--- src/rtl/tape_mem_arbiter.sv ---
// Shares one byte-wide memory port between two round-robin read clients (tape player A,
// auxiliary reader B) and a write client with a one-deep pending slot that wins at IDLE exit.
module tape_mem_arbiter #(
    parameter int AW      = 25,
    parameter int GAP     = 2,
    parameter int TIMEOUT = 1023
) (
    input  logic          clk_sys,
    input  logic          reset,
    output logic          a_rd_en,
    input  logic          a_rd,
    input  logic [AW-1:0] a_addr,
    output logic [7:0]    a_din,
    output logic          b_rd_en,
    input  logic          b_rd,
    input  logic [AW-1:0] b_addr,
    output logic [7:0]    b_din,
    input  logic          wr_req,
    input  logic [AW-1:0] wr_addr,
    input  logic [7:0]    wr_data,
    output logic          mem_rd,
    output logic          mem_wr,
    output logic [AW-1:0] mem_addr,
    output logic [7:0]    mem_wdata,
    input  logic          mem_ack,
    input  logic [7:0]    mem_rdata,
    output logic          wr_overrun,
    output logic          timeout_err,
    output logic          busy
);

    localparam int GW = $clog2(GAP + 1);
    localparam int TW = $clog2(TIMEOUT + 1);
    localparam logic [GW-1:0] GAP_INIT = GW'(GAP);
    localparam logic [TW-1:0] TO_LAST  = TW'(TIMEOUT - 1);

    typedef enum logic [1:0] {S_IDLE, S_OFFER, S_READ, S_WRITE} state_t;

    state_t          state_q, state_d;
    logic [GW-1:0]   gap_q, gap_d;
    logic [TW-1:0]   to_q, to_d;
    logic            rr_q, rr_d;              // 0 = client A, 1 = client B
    logic            pend_q, pend_d;
    logic [AW-1:0]   pend_addr_q, pend_addr_d;
    logic [7:0]      pend_data_q, pend_data_d;
    logic            a_rd_en_q, a_rd_en_d, b_rd_en_q, b_rd_en_d;
    logic [7:0]      a_din_q, a_din_d, b_din_q, b_din_d;
    logic            mem_rd_q, mem_rd_d, mem_wr_q, mem_wr_d;
    logic [AW-1:0]   mem_addr_q, mem_addr_d;
    logic [7:0]      mem_wdata_q, mem_wdata_d;
    logic            wr_overrun_q, wr_overrun_d, timeout_err_q, timeout_err_d;
    logic            busy_q, busy_d;
    logic            retire, finish, sel_rd;
    logic [7:0]      rd_byte;

    // NOTE: every signal written here gets a default first so no path leaves it unassigned (no latches).
    always_comb begin
        state_d       = state_q;
        gap_d         = gap_q;
        to_d          = to_q;
        rr_d          = rr_q;
        pend_d        = pend_q;
        pend_addr_d   = pend_addr_q;
        pend_data_d   = pend_data_q;
        a_rd_en_d     = a_rd_en_q;
        b_rd_en_d     = b_rd_en_q;
        a_din_d       = a_din_q;
        b_din_d       = b_din_q;
        mem_rd_d      = mem_rd_q;
        mem_wr_d      = mem_wr_q;
        mem_addr_d    = mem_addr_q;
        mem_wdata_d   = mem_wdata_q;
        wr_overrun_d  = wr_overrun_q;
        timeout_err_d = timeout_err_q;
        retire        = 1'b0;
        finish        = mem_ack || (to_q == TO_LAST);
        sel_rd        = rr_q ? b_rd : a_rd;
        rd_byte       = mem_ack ? mem_rdata : 8'hFF;

        case (state_q)
            S_IDLE: begin
                if (gap_q <= GW'(1)) begin
                    to_d = '0;
                    if (pend_q) begin
                        state_d     = S_WRITE;
                        mem_wr_d    = 1'b1;
                        mem_addr_d  = pend_addr_q;
                        mem_wdata_d = pend_data_q;
                    end else begin
                        state_d   = S_OFFER;
                        a_rd_en_d = ~rr_q;
                        b_rd_en_d = rr_q;
                    end
                end else begin
                    gap_d = gap_q - GW'(1);
                end
            end
            S_OFFER: begin
                if (sel_rd) begin
                    state_d    = S_READ;
                    mem_rd_d   = 1'b1;
                    mem_addr_d = rr_q ? b_addr : a_addr;
                end else begin
                    state_d   = S_IDLE;
                    gap_d     = GAP_INIT;
                    a_rd_en_d = 1'b0;
                    b_rd_en_d = 1'b0;
                    rr_d      = ~rr_q;
                end
            end
            S_READ: begin
                if (finish) begin
                    if (rr_q) b_din_d = rd_byte;
                    else      a_din_d = rd_byte;
                    if (!mem_ack) timeout_err_d = 1'b1;
                    state_d   = S_IDLE;
                    gap_d     = GAP_INIT;
                    mem_rd_d  = 1'b0;
                    a_rd_en_d = 1'b0;
                    b_rd_en_d = 1'b0;
                    rr_d      = ~rr_q;
                end else begin
                    to_d = to_q + TW'(1);
                end
            end
            S_WRITE: begin
                if (finish) begin
                    if (!mem_ack) timeout_err_d = 1'b1;
                    state_d  = S_IDLE;
                    gap_d    = GAP_INIT;
                    mem_wr_d = 1'b0;
                    retire   = 1'b1;
                end else begin
                    to_d = to_q + TW'(1);
                end
            end
            default: state_d = S_IDLE;
        endcase

        // A new write arriving as the old one retires simply becomes the pending one.
        if (wr_req) begin
            pend_d      = 1'b1;
            pend_addr_d = wr_addr;
            pend_data_d = wr_data;
            if (pend_q && !retire) wr_overrun_d = 1'b1;
        end else if (retire) begin
            pend_d = 1'b0;
        end

        busy_d = (state_d != S_IDLE) || pend_d;
    end

    // NOTE: sequential state uses non-blocking assignments so all flops update together.
    always_ff @(posedge clk_sys) begin
        if (reset) begin
            state_q       <= S_IDLE;
            gap_q         <= GAP_INIT;
            to_q          <= '0;
            rr_q          <= 1'b0;
            pend_q        <= 1'b0;
            pend_addr_q   <= '0;
            pend_data_q   <= '0;
            a_rd_en_q     <= 1'b0;
            b_rd_en_q     <= 1'b0;
            a_din_q       <= 8'hFF;
            b_din_q       <= 8'hFF;
            mem_rd_q      <= 1'b0;
            mem_wr_q      <= 1'b0;
            mem_addr_q    <= '0;
            mem_wdata_q   <= '0;
            wr_overrun_q  <= 1'b0;
            timeout_err_q <= 1'b0;
            busy_q        <= 1'b0;
        end else begin
            state_q       <= state_d;
            gap_q         <= gap_d;
            to_q          <= to_d;
            rr_q          <= rr_d;
            pend_q        <= pend_d;
            pend_addr_q   <= pend_addr_d;
            pend_data_q   <= pend_data_d;
            a_rd_en_q     <= a_rd_en_d;
            b_rd_en_q     <= b_rd_en_d;
            a_din_q       <= a_din_d;
            b_din_q       <= b_din_d;
            mem_rd_q      <= mem_rd_d;
            mem_wr_q      <= mem_wr_d;
            mem_addr_q    <= mem_addr_d;
            mem_wdata_q   <= mem_wdata_d;
            wr_overrun_q  <= wr_overrun_d;
            timeout_err_q <= timeout_err_d;
            busy_q        <= busy_d;
        end
    end

    assign a_rd_en     = a_rd_en_q;
    assign b_rd_en     = b_rd_en_q;
    assign a_din       = a_din_q;
    assign b_din       = b_din_q;
    assign mem_rd      = mem_rd_q;
    assign mem_wr      = mem_wr_q;
    assign mem_addr    = mem_addr_q;
    assign mem_wdata   = mem_wdata_q;
    assign wr_overrun  = wr_overrun_q;
    assign timeout_err = timeout_err_q;
    assign busy        = busy_q;

endmodule

--- config.mk ---
export PLATFORM = sky130hd
export DESIGN_NAME = tape_mem_arbiter
export DESIGN_NICKNAME = d
export VERILOG_FILES = /design/src/rtl/tape_mem_arbiter.sv
export SDC_FILE = /design/constraint.sdc
export NUM_CORES = 1
export LEC_CHECK = 0
export BUFFER_PORTS_ARGS = -buffer_cell sky130_fd_sc_hd__buf_2
export CAP_MARGIN = 20
export CORE_AREA = 3 3 103 105
export DETAILED_ROUTE_END_ITERATION = 6
export DIE_AREA = 0 0 106 108
export GPL_ROUTABILITY_DRIVEN = 0
export PLACE_DENSITY = 0.78
export RECOVER_POWER = 25
export SLEW_MARGIN = 5
export SYNTH_ARGS = -nofsm -noshare
export SYNTH_HDL_FRONTEND = slang
export SYNTH_SLANG_ARGS = --single-unit
--- constraint.sdc ---
create_clock -name clk_sys -period 2.2 [get_ports clk_sys]
set_input_delay 0.44 -clock clk_sys [delete_from_list [all_inputs] [get_ports clk_sys]]
set_output_delay 0.44 -clock clk_sys [all_outputs]
set_load 0.1 [all_outputs]
==> results of run 1 <==
-- worst max-delay path by stage --
stage / endpoint / slack [ps] / cells after the start
floorplan: to_q[3]$_SDFFE_PP0P_ / 290 / 7
global placement: mem_addr[20]$_SDFFE_PP0P_ / 150 / 6
detailed placement: mem_addr[24]$_SDFFE_PP0P_ / 20 / 6
CTS: to_q[6]$_SDFFE_PP0P_ / 30 / 6
global route: mem_addr[16]$_SDFFE_PP0P_ / 20 / 7
finish: to_q[6]$_SDFFE_PP0P_ / 150 / 6
-- tightest hold or removal path, cell delays in order --
cell,delay (ps)
sky130_fd_sc_hd__buf_2,70
sky130_fd_sc_hd__mux2i_1,60
sky130_fd_sc_hd__nor2_1,70
-- registers in the layout, summed over array words and instances, names as in the netlist, 2 cells and up --
name	count
pend_addr_q	25
b_din	8
mem_wdata	8
state_q	2
pend_data_q	8
to_q	10
mem_addr	25
a_din	8
gap_q	2
-- metal layers --
| layer | global-route usage, % | vias to the layer above |
|---|---|---|
| met5 | 0 | - |
| met1 | 27.9 | 2123 |
| met2 | 37.6 | 162 |
| met3 | 4.06 | 23 |
| met4 | 7.96 | 0 |
| li1 | - | 2266 |
-- timing repair --
action | 4_1_cts | 5_1_grt
hold endpoints to repair | 0 | 0
endpoints found under the setup margin | 3 | 2
resized for setup | 1 | 2
-- stage by stage --
stage               total power, mW  cell area [um^2]
floorplan                      4.38              4960
global placement               4.91              5820
detailed placement             4.98              5820
CTS                            6.35              6060
global route                   6.63              6040
finish                         6.33              6040
-- kinds of logic after synthesis --
logic type                 count (synthesis)  share of synthesized area, %
and+or+nand+nor                          152                          15.0
AOI/OAI and AO/OA                        140                          19.6
DFF                                      105                          42.4
muxes                                     78                          15.8
buffers and inverters                     61                          5.19
adders and majority gates                  8                          2.02
-- synthesized netlist by cell type (all sizes together) (2+ instances only) --
cell type    n  area share (%)
a2111oi      5             1.4
a211o        8             1.4
a211oi       3            0.45
a21oi       32             3.2
a311oi       2            0.35
a31oi       12             1.8
and2         2            0.28
and4        10             1.8
buf         21             2.2
clkbuf      27             2.0
dfxtp      105              42
ha           8             2.0
inv         12            0.91
mux2         2            0.45
mux2i       76              15
nand2       37             2.8
nand2b       8             1.0
nand3        8            0.81
nand3b       2            0.30
nand4        3            0.38
nor2        53             4.0
nor2b       12             1.5
nor4        10             1.3
o2111ai     25             4.4
o211ai       2            0.30
o21a         2            0.30
o21ai       38             3.8
o31a         3            0.53
o31ai        2            0.58
or3          2            0.25
-- cell type report --
type	instances	area (um^2)	area share (%)
Clock inverter	6	96.3	1.59
Tap cell	133	166	2.75
Clock buffer	10	138	2.28
Sequential cell	105	2100	34.8
Inverter	13	48.8	0.807
Timing Repair Buffer	169	885	14.6
Multi-Input combinational cell	378	2610	43.1
-- report_power, final --
group | leakage [nW] | internal, mW | switching [mW]
Clock | 0.115 | 0.689 | 0.678
Combinational | 1.59 | 0.766 | 1.99
Sequential | 0.857 | 2.09 | 0.116
==> results.md, run 1 <==
- The flow ran to the end, and the final reports show no timing, DRC or antenna violations.
- The die height is 108 um.
- The H-tree depth is 3.
- The total routing usage reported by global routing is 22.0%.
- Cells fill 62.1% of the core in the end.
- Across the VDD grid, the largest voltage drop is 0.534 mV.
- The violation count after the first detailed-route iteration is 275.
- The initialized floorplan defines 36 standard-cell rows.
- In the layout the commonest cells are sky130_fd_sc_hd__buf_2 (145), sky130_fd_sc_hd__dfxtp_1 (104), sky130_fd_sc_hd__mux2i_1 (76).
- The endpoint kind of the worst setup timing path is a register.
- Before antenna repair, the detailed router went through 5 iterations.
- Summed over all nets, wire length on met2 after detailed routing comes to between 6 and 7 mm.
- The total negative slack is 0 ps.
- The largest driver fanout on the critical path is 9.
- The data arrival time of the critical path is ~2400 ps.
- Compared with the post-synthesis result, the final layout area differs by 21.8%.
- Traced cell by cell, the critical path runs through inv_1 > ha_1 > nand3b_1 > nand2_1 > a2111oi_1 > mux2i_1.
- The dominant synthesized flop cell is sky130_fd_sc_hd__dfxtp_1.
- The number of max-slew violations in the final report was 0.
- In this run the deepest clock path goes through 2 buffers.
- The sequential element share of the synthesized area is a little over two fifths.
- The width of the chip is between 100 and 150 um.
- Once detailed placement completed, the half-perimeter wirelength came to 9.26 mm.
- Of all flip-flops after synthesis, the portion carrying an async set or reset was 0%.
- The core outline area is 0.00973 mm^2.
- The cell type of the slowest stage on the worst timing path is sky130_fd_sc_hd__a2111oi_1.
- The detail route stage leaves a number of antenna-violating nets equal to 0.
- In this run, synthesis inferred 0 flip-flops with an integrated enable.
- The post-placement setup slack is 20.6 ps.
- Clock tree synthesis selected as its root buffer the cell sky130_fd_sc_hd__clkbuf_8.
- The initial antenna violation count is 0.
- The worst path setup slack after routing is 145 ps.
- The clock reaches the later pin of the worst-skew pair after 360 ps.
- In this run the tool buffered the top-level ports with around 150 buffer cells.
- Measured in cells, the most critical reg-to-reg path has a length of 6.
- In this run the static leakage power is approximately 2.6 nW.
- The kind of start point of the critical path is a register.
- Measured against its own limit, the worst slew margin works out to 37.6%.
- The total wire length after detailed routing is 13.0 mm.
- Setup repair after global routing left no endpoint under its margin.
- The detailed router put a total of 5.60 mm of wire on met1.
- The final critical path time including I/O delays and setup is 2050 ps.
- The highest routing layer actually used is met4.
- The endpoint required time on the critical path is 2490 ps.
- Hold is met by 311 ps.
- Yosys mapped the design onto 52 distinct sky130hd cell types.
- The final route contains approximately 4600 vias.
- TritonCTS built the clock tree.
- The layout has 855 filler cells.
- The number of antenna diodes in the final layout is 0.
- Using the TritonRoute via totals, the vias-per-cell ratio works out to 5.62.
- Based on the critical path, the design can be clocked at up to roughly 0.49 GHz.
- The peak per-stage delay on the critical path is 570 ps.
- In this run, CTS created clock tree buffers numbering 9.
- The hold path endpoint is pend_addr_q[12]$_SDFFE_PP0P_.
- The number of synthesized register bits is 105.
- Hold repair after CTS inserted 0 buffers.
- The clock sink count is 105.
- The routed design uses ~780 um of met3 wire.
- Yosys printed 0 warnings.
- The category of the most critical setup path is reg -> reg.
- Across the run, the number of max-cap violations was 0.
- For this run the aggregate overflow at the end of global routing stands at 0.
- For the pin with the worst max-slew slack, the measured transition is roughly 940 ps.
- The number of buffers and inverters on the critical path is 1.
- The startpoint identified for the worst hold timing path is wr_addr[12].
- Dividing the detail-routed wire length by the instance count gives 15.9 um.
- The residual DRC count is 0.
- The most common cell after layout, fill and taps aside is sky130_fd_sc_hd__buf_2.
- In this run the critical register-to-register path is launched from state_q[0]$_SDFF_PP0_.
- Each instance of the synthesized netlist takes up on average 9.12 um^2.
- The final count of hold timing violations is 0.
- Dividing the final minimum period by the clock period gives 93.4%.
- Counting every net in the synthesized netlist gives between 600 and 700.
- For flop-to-flop paths, the worst setup slack is 150 ps.
- The cell area that synthesis handed to floorplanning was 0.00496 mm^2.
- The power per cell area is 1050 mW/mm^2.
- The worst hold path passes through 3 cells.
- The via count of the first global-routing pass is roughly 4400.
- The most critical setup path has its startpoint at state_q[0]$_SDFF_PP0_.
- The endpoint of the lowest-slack register-to-register path is to_q[6]$_SDFFE_PP0P_.
- The total setup violations reported at the end of the flow is 0.
- The number of placed instances, taps included, is between 700 and 800.
- The non-filler instance count after layout is 814.
- After technology mapping, the gate count stands at 544.
- The final net count is 781.
- In this run the worst hold path is classified as in -> reg.
- The cell type group with the largest total delay on the critical path is compound AO/OA/AOI/OAI gates.
- The full die area is 0.0114 mm^2.
- The pin count of the biggest net entering global routing is 36.
- The first global-routing pass estimated 20.9 mm of wire.
- The clock edge transition at the registers on the reported setup and hold paths is 110 ps.
- The final worst clock skew is 15.7 ps.
- The share of layout cells above drive strength 1 is 28.3%.
- The initial utilization of the core area, before any placement, comes to 51.0%.
- The setup fix buffers added after clock tree synthesis is 0.
- 153 I/O pins were placed.
Note: power is estimated with default switching activity, not from simulation.
==> run 2, diff against run 1 <==
--- a/config.mk
+++ b/config.mk
@@ -6,13 +6,13 @@
 export NUM_CORES = 1
 export LEC_CHECK = 0
 export BUFFER_PORTS_ARGS = -buffer_cell sky130_fd_sc_hd__buf_2
-export CAP_MARGIN = 20
+export CAP_MARGIN = 40
 export CORE_AREA = 3 3 103 105
 export DETAILED_ROUTE_END_ITERATION = 6
 export DIE_AREA = 0 0 106 108
 export GPL_ROUTABILITY_DRIVEN = 0
 export PLACE_DENSITY = 0.78
-export RECOVER_POWER = 25
+export RECOVER_POWER = 50
 export SLEW_MARGIN = 5
 export SYNTH_ARGS = -nofsm -noshare
 export SYNTH_HDL_FRONTEND = slang
==> run 2 against run 1 <==
Against the previous run:
- core utilization unchanged
- fmax decreased by 0.50%
- die area unchanged
- setup slack got worse by 10 ps
- power about the same
- largest cell class unchanged
- routed wire length decreased by 0.50%
- critical endpoint unchanged
- clock power about the same
==> results.md, run 2 (same netlist as run 1, synthesis figures left out) <==
- The run finished with clean final reports.
- Max-cap violations in this run came to 0.
- The total negative slack is 0 ps.
- Summing over every cut layer, the via total after detailed routing is 4563.
- STA classifies the critical path endpoint as a register.
- The placement row count is 36.
- Clock-pin slew was measured on the worst setup and hold paths at around 110 ps.
- For this run, design rule violations remaining after detail routing come to 0.
- The sum of internal, switching and leakage power is 6.33 mW.
- The post-route netlist has 28.3% of its cells at a drive strength greater than 1.
- The die covers 0.0114 mm^2.
- Counting tap cells, the placed design contains a total of between 700 and 800 instances.
- Of the available clock period, the critical path in the final layout requires 93.9%.
- Traced cell by cell, the critical path runs through inv_1 > ha_1 > nand3b_1 > nand2_1 > a2111oi_1 > mux2i_1.
- The final routed wire length divided by cell count is 15.8 um.
- Entering global routing, the biggest net connects 36 pins.
- The initial utilization of the core area, before any placement, comes to 51.0%.
- The largest buffer count on any clock path is 2.
- Clock tree synthesis inserted a total of 9 buffers.
- After the last flow step, the layout net total stands at about 780.
- The total setup violations reported at the end of the flow is 0.
- The clock root buffer is sky130_fd_sc_hd__clkbuf_8.
- The worst path meets setup with 135 ps of slack.
- The total wire length after detailed routing is roughly 13 mm.
- The highest achievable clock rate is 0.484 GHz.
- The global-route wire length before repair is 20.9 mm.
- After the flow finishes, the layout carries non-filler instances totaling 814.
- The initial antenna violation count is 0.
- The global route total overflow is 0.
- The via count of the first global-routing pass is between 4000 and 5000.
- The area growth from synthesis to layout is 21.8%.
- The final count of hold timing violations is 0.
- Headroom to the max-slew limit came out at 37.2%.
- After legalization and detailed placement, the total HPWL measured 9.26 mm.
- The H-tree depth is 3.
- The filler cells instantiated in the layout total between 800 and 900.
- The power per cell area is 1050 mW/mm^2.
- The number of max-slew violations in the final report is 0.
- The CTS tree is built.
- The path class of the tightest hold or removal check is in -> reg.
- The most common cell after layout, fill and taps aside is sky130_fd_sc_hd__buf_2.
- In this design, the stage delay of the slowest critical-path cell is 580 ps.
- The detailed-routing iteration count for the pre-antenna-repair pass is 4.
- STA classifies the critical path startpoint as a register.
- The final worst clock skew is 16.2 ps.
- The endpoint required time on the critical path is ~2500 ps.
- OpenSTA, run right after detailed placement, puts the worst setup slack at 20.6 ps.
- The clock net in this run drives a total of 105 sinks.
- The total area inside the core boundary comes to 0.00973 mm^2.
- The cell type of the slowest stage on the worst timing path is sky130_fd_sc_hd__a2111oi_1.
- Across the VDD grid, the largest voltage drop is 0.533 mV.
- The detailed router finished its first iteration with 252 violations.
- The detail route stage leaves a number of antenna-violating nets equal to 0.
- The category of the most critical setup path is reg -> reg.
- The transition time of the tightest slew-check pin is ~940 ps.
- The smallest clock period supported by the final layout is computed as between 2000 and 2500 ps.
- From bottom edge to top edge, the die measures about 110 um.
- Clock latency on the worst-skew pair, taken at its later pin, is 360 ps.
- Of all nets on the critical path, the largest fanout is 9.
- The number of antenna diodes in the final layout is 0.
- Setup repair after global routing left no endpoint under its margin.
- Global routing used a little over a fifth of the available tracks.
- The utilization after layout is about 62%.
- The count of buffers from port buffering is around 150.
- Measured along the x axis, the die boundary spans 106 um.
- The top cell types in the final layout, fill and taps aside, are sky130_fd_sc_hd__buf_2 (106), sky130_fd_sc_hd__dfxtp_1 (104), sky130_fd_sc_hd__mux2i_1 (76).
- The number of vias per cell after detailed routing is 5.61.
- For this design the static power due to leakage is 2.55 nW.
- The number of top-level pins is 153.
- STA puts the critical path data arrival time at roughly 2400 ps.
[run 2: cell count changes in the layout (fill, tap and decap cells not counted), sizes merged]
cell | previous run | this run
buf | 161 | 122
clkbuf | 18 | 57
[run 2: per-layer routing]
metal	track usage [%]	up-vias	part of all wire (%)
li1	-	2257	-
met1	27.9	2144	44
met2	37.6	141	49
met3	4.06	21	5.4
met4	7.96	0	2.0
met5	0	-	0
[run 2: area by class of cell]
type                            count  area, um^2  area share [%]
Timing Repair Buffer              169         885            14.6
Multi-Input combinational cell    378        2610            43.1
Clock buffer                       10         138            2.28
Tap cell                          133         166            2.75
Clock inverter                      6        96.3            1.59
Inverter                           13        48.8           0.807
Sequential cell                   105        2100            34.8
[run 2: what timing repair did]
action / in CTS / in global routing
resized for setup: 1 / 2
buffers inserted: 0 / 0
hold buffers: 0 / 0
setup endpoints to repair: 3 / 2
[run 2: stage by stage]
step                      hold slack, ps  area [um^2]
after detailed placement             440         5820
after CTS                            299         6060
after floorplan                      438         4960
final                                316         6040
after global placement               436         5820
after global routing                 314         6040
[run 2: final timing paths]
check | from | endpoint | slack (ps) | cells after the start
max | state_q[0]$_SDFF_PP0_ | to_q[6]$_SDFFE_PP0P_ | 140 | 6
min | wr_addr[12] | pend_addr_q[12]$_SDFFE_PP0P_ | 320 | 3
max reg2reg | state_q[0]$_SDFF_PP0_ | to_q[6]$_SDFFE_PP0P_ | 140 | 6
min reg2reg | wr_overrun$_SDFFE_PP0P_ | wr_overrun$_SDFFE_PP0P_ | 460 | 2
[run 2: critical path: cells and delay by family (launching register included)]
kind | cells | cell delay, ps
AOI/OAI and AO/OA | 1 | 580
DFF | 1 | 390
and+or+nand+nor | 2 | 370
adders and majority gates | 1 | 310
muxes | 1 | 240
buffers and inverters | 1 | 120
[run 2: where the power goes]
group | internal, mW | total [mW] | switching [mW]
clock network | 0.689 | 1.37 | 0.677
registers | 2.09 | 2.21 | 0.117
logic | 0.763 | 2.76 | 1.99
==> run 3, diff against run 2 <==
--- a/config.mk
+++ b/config.mk
@@ -7,12 +7,13 @@
 export LEC_CHECK = 0
 export BUFFER_PORTS_ARGS = -buffer_cell sky130_fd_sc_hd__buf_2
 export CAP_MARGIN = 40
-export CORE_AREA = 3 3 103 105
+export CORE_AREA = 3 3 110 112
 export DETAILED_ROUTE_END_ITERATION = 6
-export DIE_AREA = 0 0 106 108
+export DIE_AREA = 0 0 113 115
 export GPL_ROUTABILITY_DRIVEN = 0
-export PLACE_DENSITY = 0.78
+export PLACE_DENSITY = 0.7
 export RECOVER_POWER = 50
+export SETUP_SLACK_MARGIN = 0.4
 export SLEW_MARGIN = 5
 export SYNTH_ARGS = -nofsm -noshare
 export SYNTH_HDL_FRONTEND = slang
==> run 3 against run 2 <==
Against the previous run:
- fmax grew 8.8%
- global-route usage shrank 2.0 points
- sequential share of layout area shrank 1.7 points
- combinational power grew 12%
- clock skew shrank 6.3 ps
- via count grew 0.20%
- setup slack gained 170 ps
- die area grew 14%
- final area grew 5.6%
- critical path depth shrank 2
- count of clock-buffer cells in the layout grew 1
- core utilization shrank 5.7 points
==> results.md, run 3 (same netlist as run 1, synthesis figures left out) <==
- Setup repair after global routing could not meet its margin everywhere.
- The path class of the tightest hold or removal check is in -> reg.
- The cell type group with the largest total delay on the critical path is buffers and inverters.
- The fraction of the cycle the final worst path needs is 86.3%.
- The largest driver fanout on the critical path is 28.
- The floorplan step set the die width to between 100 and 150 um.
- The area growth from synthesis to layout is 28.6%.
- The routed design has 13.5 mm of wire.
- The final route contains 4572 vias.
- The initial antenna violation count is 0.
- The global route total overflow is 0.
- The global-route wire length before repair is roughly 21 mm.
- The worst path setup slack after routing is 302 ps.
- In this run the critical register-to-register path is launched from state_q[0]$_SDFF_PP0_.
- The final net count is 790.
- The H-tree depth is 3.
- The residual DRC count is 0.
- The final routed wire length divided by cell count is 16.2 um.
- The max-capacitance violation count is 0.
- The worst path needs around 1900 ps of the cycle, external delays included.
- The clock sink count is 105.
- The kind of start point of the critical path is a primary input.
- The violation count after the first detailed-route iteration is 293.
- Clock tree synthesis inserted a total of 9 buffers.
- Data on the critical path arrives at its endpoint at 2110 ps.
- The clock insertion delay at the later pin of the skew report is 340 ps.
- The clock edge transition at the registers on the reported setup and hold paths is 70 ps.
- The detail route stage leaves a number of antenna-violating nets equal to 0.
- The top cell types in the final layout, fill and taps aside, are sky130_fd_sc_hd__buf_2 (113), sky130_fd_sc_hd__dfxtp_1 (100), sky130_fd_sc_hd__mux2i_1 (75).
- TritonCTS built the clock tree.
- For this run, the total global-route usage over all layers was measured as roughly a fifth.
- The share of layout cells above drive strength 1 is 32.6%.
- The total negative slack is 0 ps.
- The flow ran to the end, and the final reports show no timing, DRC or antenna violations.
- Derived from the worst setup path, the maximum achievable clock frequency is 0.527 GHz.
- The largest buffer count on any clock path is 2.
- The total setup violations reported at the end of the flow is 0.
- The full die area is ~0.013 mm^2.
- For the pin with the worst max-slew slack, the measured transition is 964 ps.
- The post-placement setup slack is 78.8 ps.
- The floorplan step defined a core boundary enclosing between 0.01 and 0.015 mm^2.
- For this design, the CTS-stage hold fixing added 0 buffers.
- The leakage power is approximately 2.7 nW.
- The number of top-level pins is approximately 150.
- After floorplanning, the core was divided into 39 placement rows.
- In this run the tool buffered the top-level ports with roughly 150 buffer cells.
- Dividing total power by cell area gives a power density of ~1100 mW/mm^2.
- The endpoint kind of the worst setup timing path is a register.
- The detailed-routing iteration count for the pre-antenna-repair pass is 4.
- Measured against its own limit, the worst slew margin works out to 35.8%.
- The via count of the first global-routing pass is 4344.
- Using the TritonRoute via totals, the vias-per-cell ratio works out to around 5.5.
- The initial utilization of the core area, before any placement, comes to between 40% and 50%.
- The pin count of the biggest net entering global routing is 47.
- Once layout is complete, the utilization of the core stands at 56.4%.
- The largest single stage delay on the critical path is 850 ps.
- Data on the critical path is required at its endpoint by between 2000 and 2500 ps.
- Leaving out fill and tap cells, the most frequent cell in the layout is sky130_fd_sc_hd__buf_2.
- The worst hold path begins at wr_addr[22].
- The cell type of the slowest stage on the worst timing path is sky130_fd_sc_hd__clkbuf_2.
- The final count of hold timing violations is 0.
- The root buffer cell chosen for the clock tree is sky130_fd_sc_hd__clkbuf_16.
- After legalization and detailed placement, the total HPWL measured 9.36 mm.
- The count of buffer and inverter cells on the critical path is 2.
- The number of max-slew violations in the final report is 0.
- The category of the most critical setup path is in -> reg.
- The number of antenna diodes in the final layout is 0.
- The die height is 115 um.
- Traced cell by cell, the critical path runs through clkbuf_1 > clkbuf_2 > mux2i_1 > nor2_1.
- VDD sags by at most 0.710 mV.
- The clock arrives with 9.91 ps of skew.
- The final-layout worst hold slack is about 330 ps.
- The timing startpoint of the critical path is wr_req.
## run 3: cell count changes in the layout (fill, tap and decap cells not counted), sizes merged
cell and change:
clkbuf -5, buf +15, inv -3, clkinv +3, clkinvlp -1, bufinv -2
## run 3: power breakdown
part / total [mW] / switching, mW / internal (mW)
sequential: 2.23 / 0.133 / 2.10
clock: 1.45 / 0.668 / 0.785
combinational: 3.10 / 2.13 / 0.976
total: 6.79 / 2.93 / 3.86
## run 3: final timing paths
path                                  endpoint  slack (ps)  depth (start not counted)
setup / recovery   pend_addr_q[6]$_SDFFE_PP0P_         300                          4
hold / removal    pend_addr_q[22]$_SDFFE_PP0P_         330                          3
setup reg to reg          to_q[2]$_SDFFE_PP0P_         350                          5
hold reg to reg        wr_overrun$_SDFFE_PP0P_         460                          2
## run 3: area by class of cell
cell class,count,area (um^2)
Clock buffer,11,243
Clock inverter,3,18.8
Fill cell,1006,4940
Inverter,13,48.8
Tap cell,143,179
Multi-Input combinational cell,378,2790
Timing Repair Buffer,178,987
Sequential cell,105,2110
## run 3: per-layer routing
layer	up-vias	wire [um]	global-route usage [%]
li1	2270	-	-
met1	2151	5850	25.8
met2	135	6640	33.0
met3	16	807	4.26
met4	0	170	7.69
met5	-	0	0
## run 3: worst min-delay path, cell delays in order
cell and delay [ps]:
sky130_fd_sc_hd__buf_2 70, sky130_fd_sc_hd__mux2i_1 50, sky130_fd_sc_hd__nor2_1 70
## run 3: what timing repair did
item,in CTS,in global routing
gates resized for setup,28,26
pin swaps,2,5
setup endpoints to repair,53,50
buffers inserted,2,8
## run 3: metrics by stage
stage | power, mW | cell area [um^2] | instances
6_report | 6.79 | 6380 | 831
5_1_grt | 7.15 | 6380 | 831
4_1_cts | 6.59 | 6240 | 823
3_5_place_dp | 5.01 | 5840 | 807
3_3_place_gp | 4.94 | 5840 | 807
2_1_floorplan | 4.39 | 4970 | 544
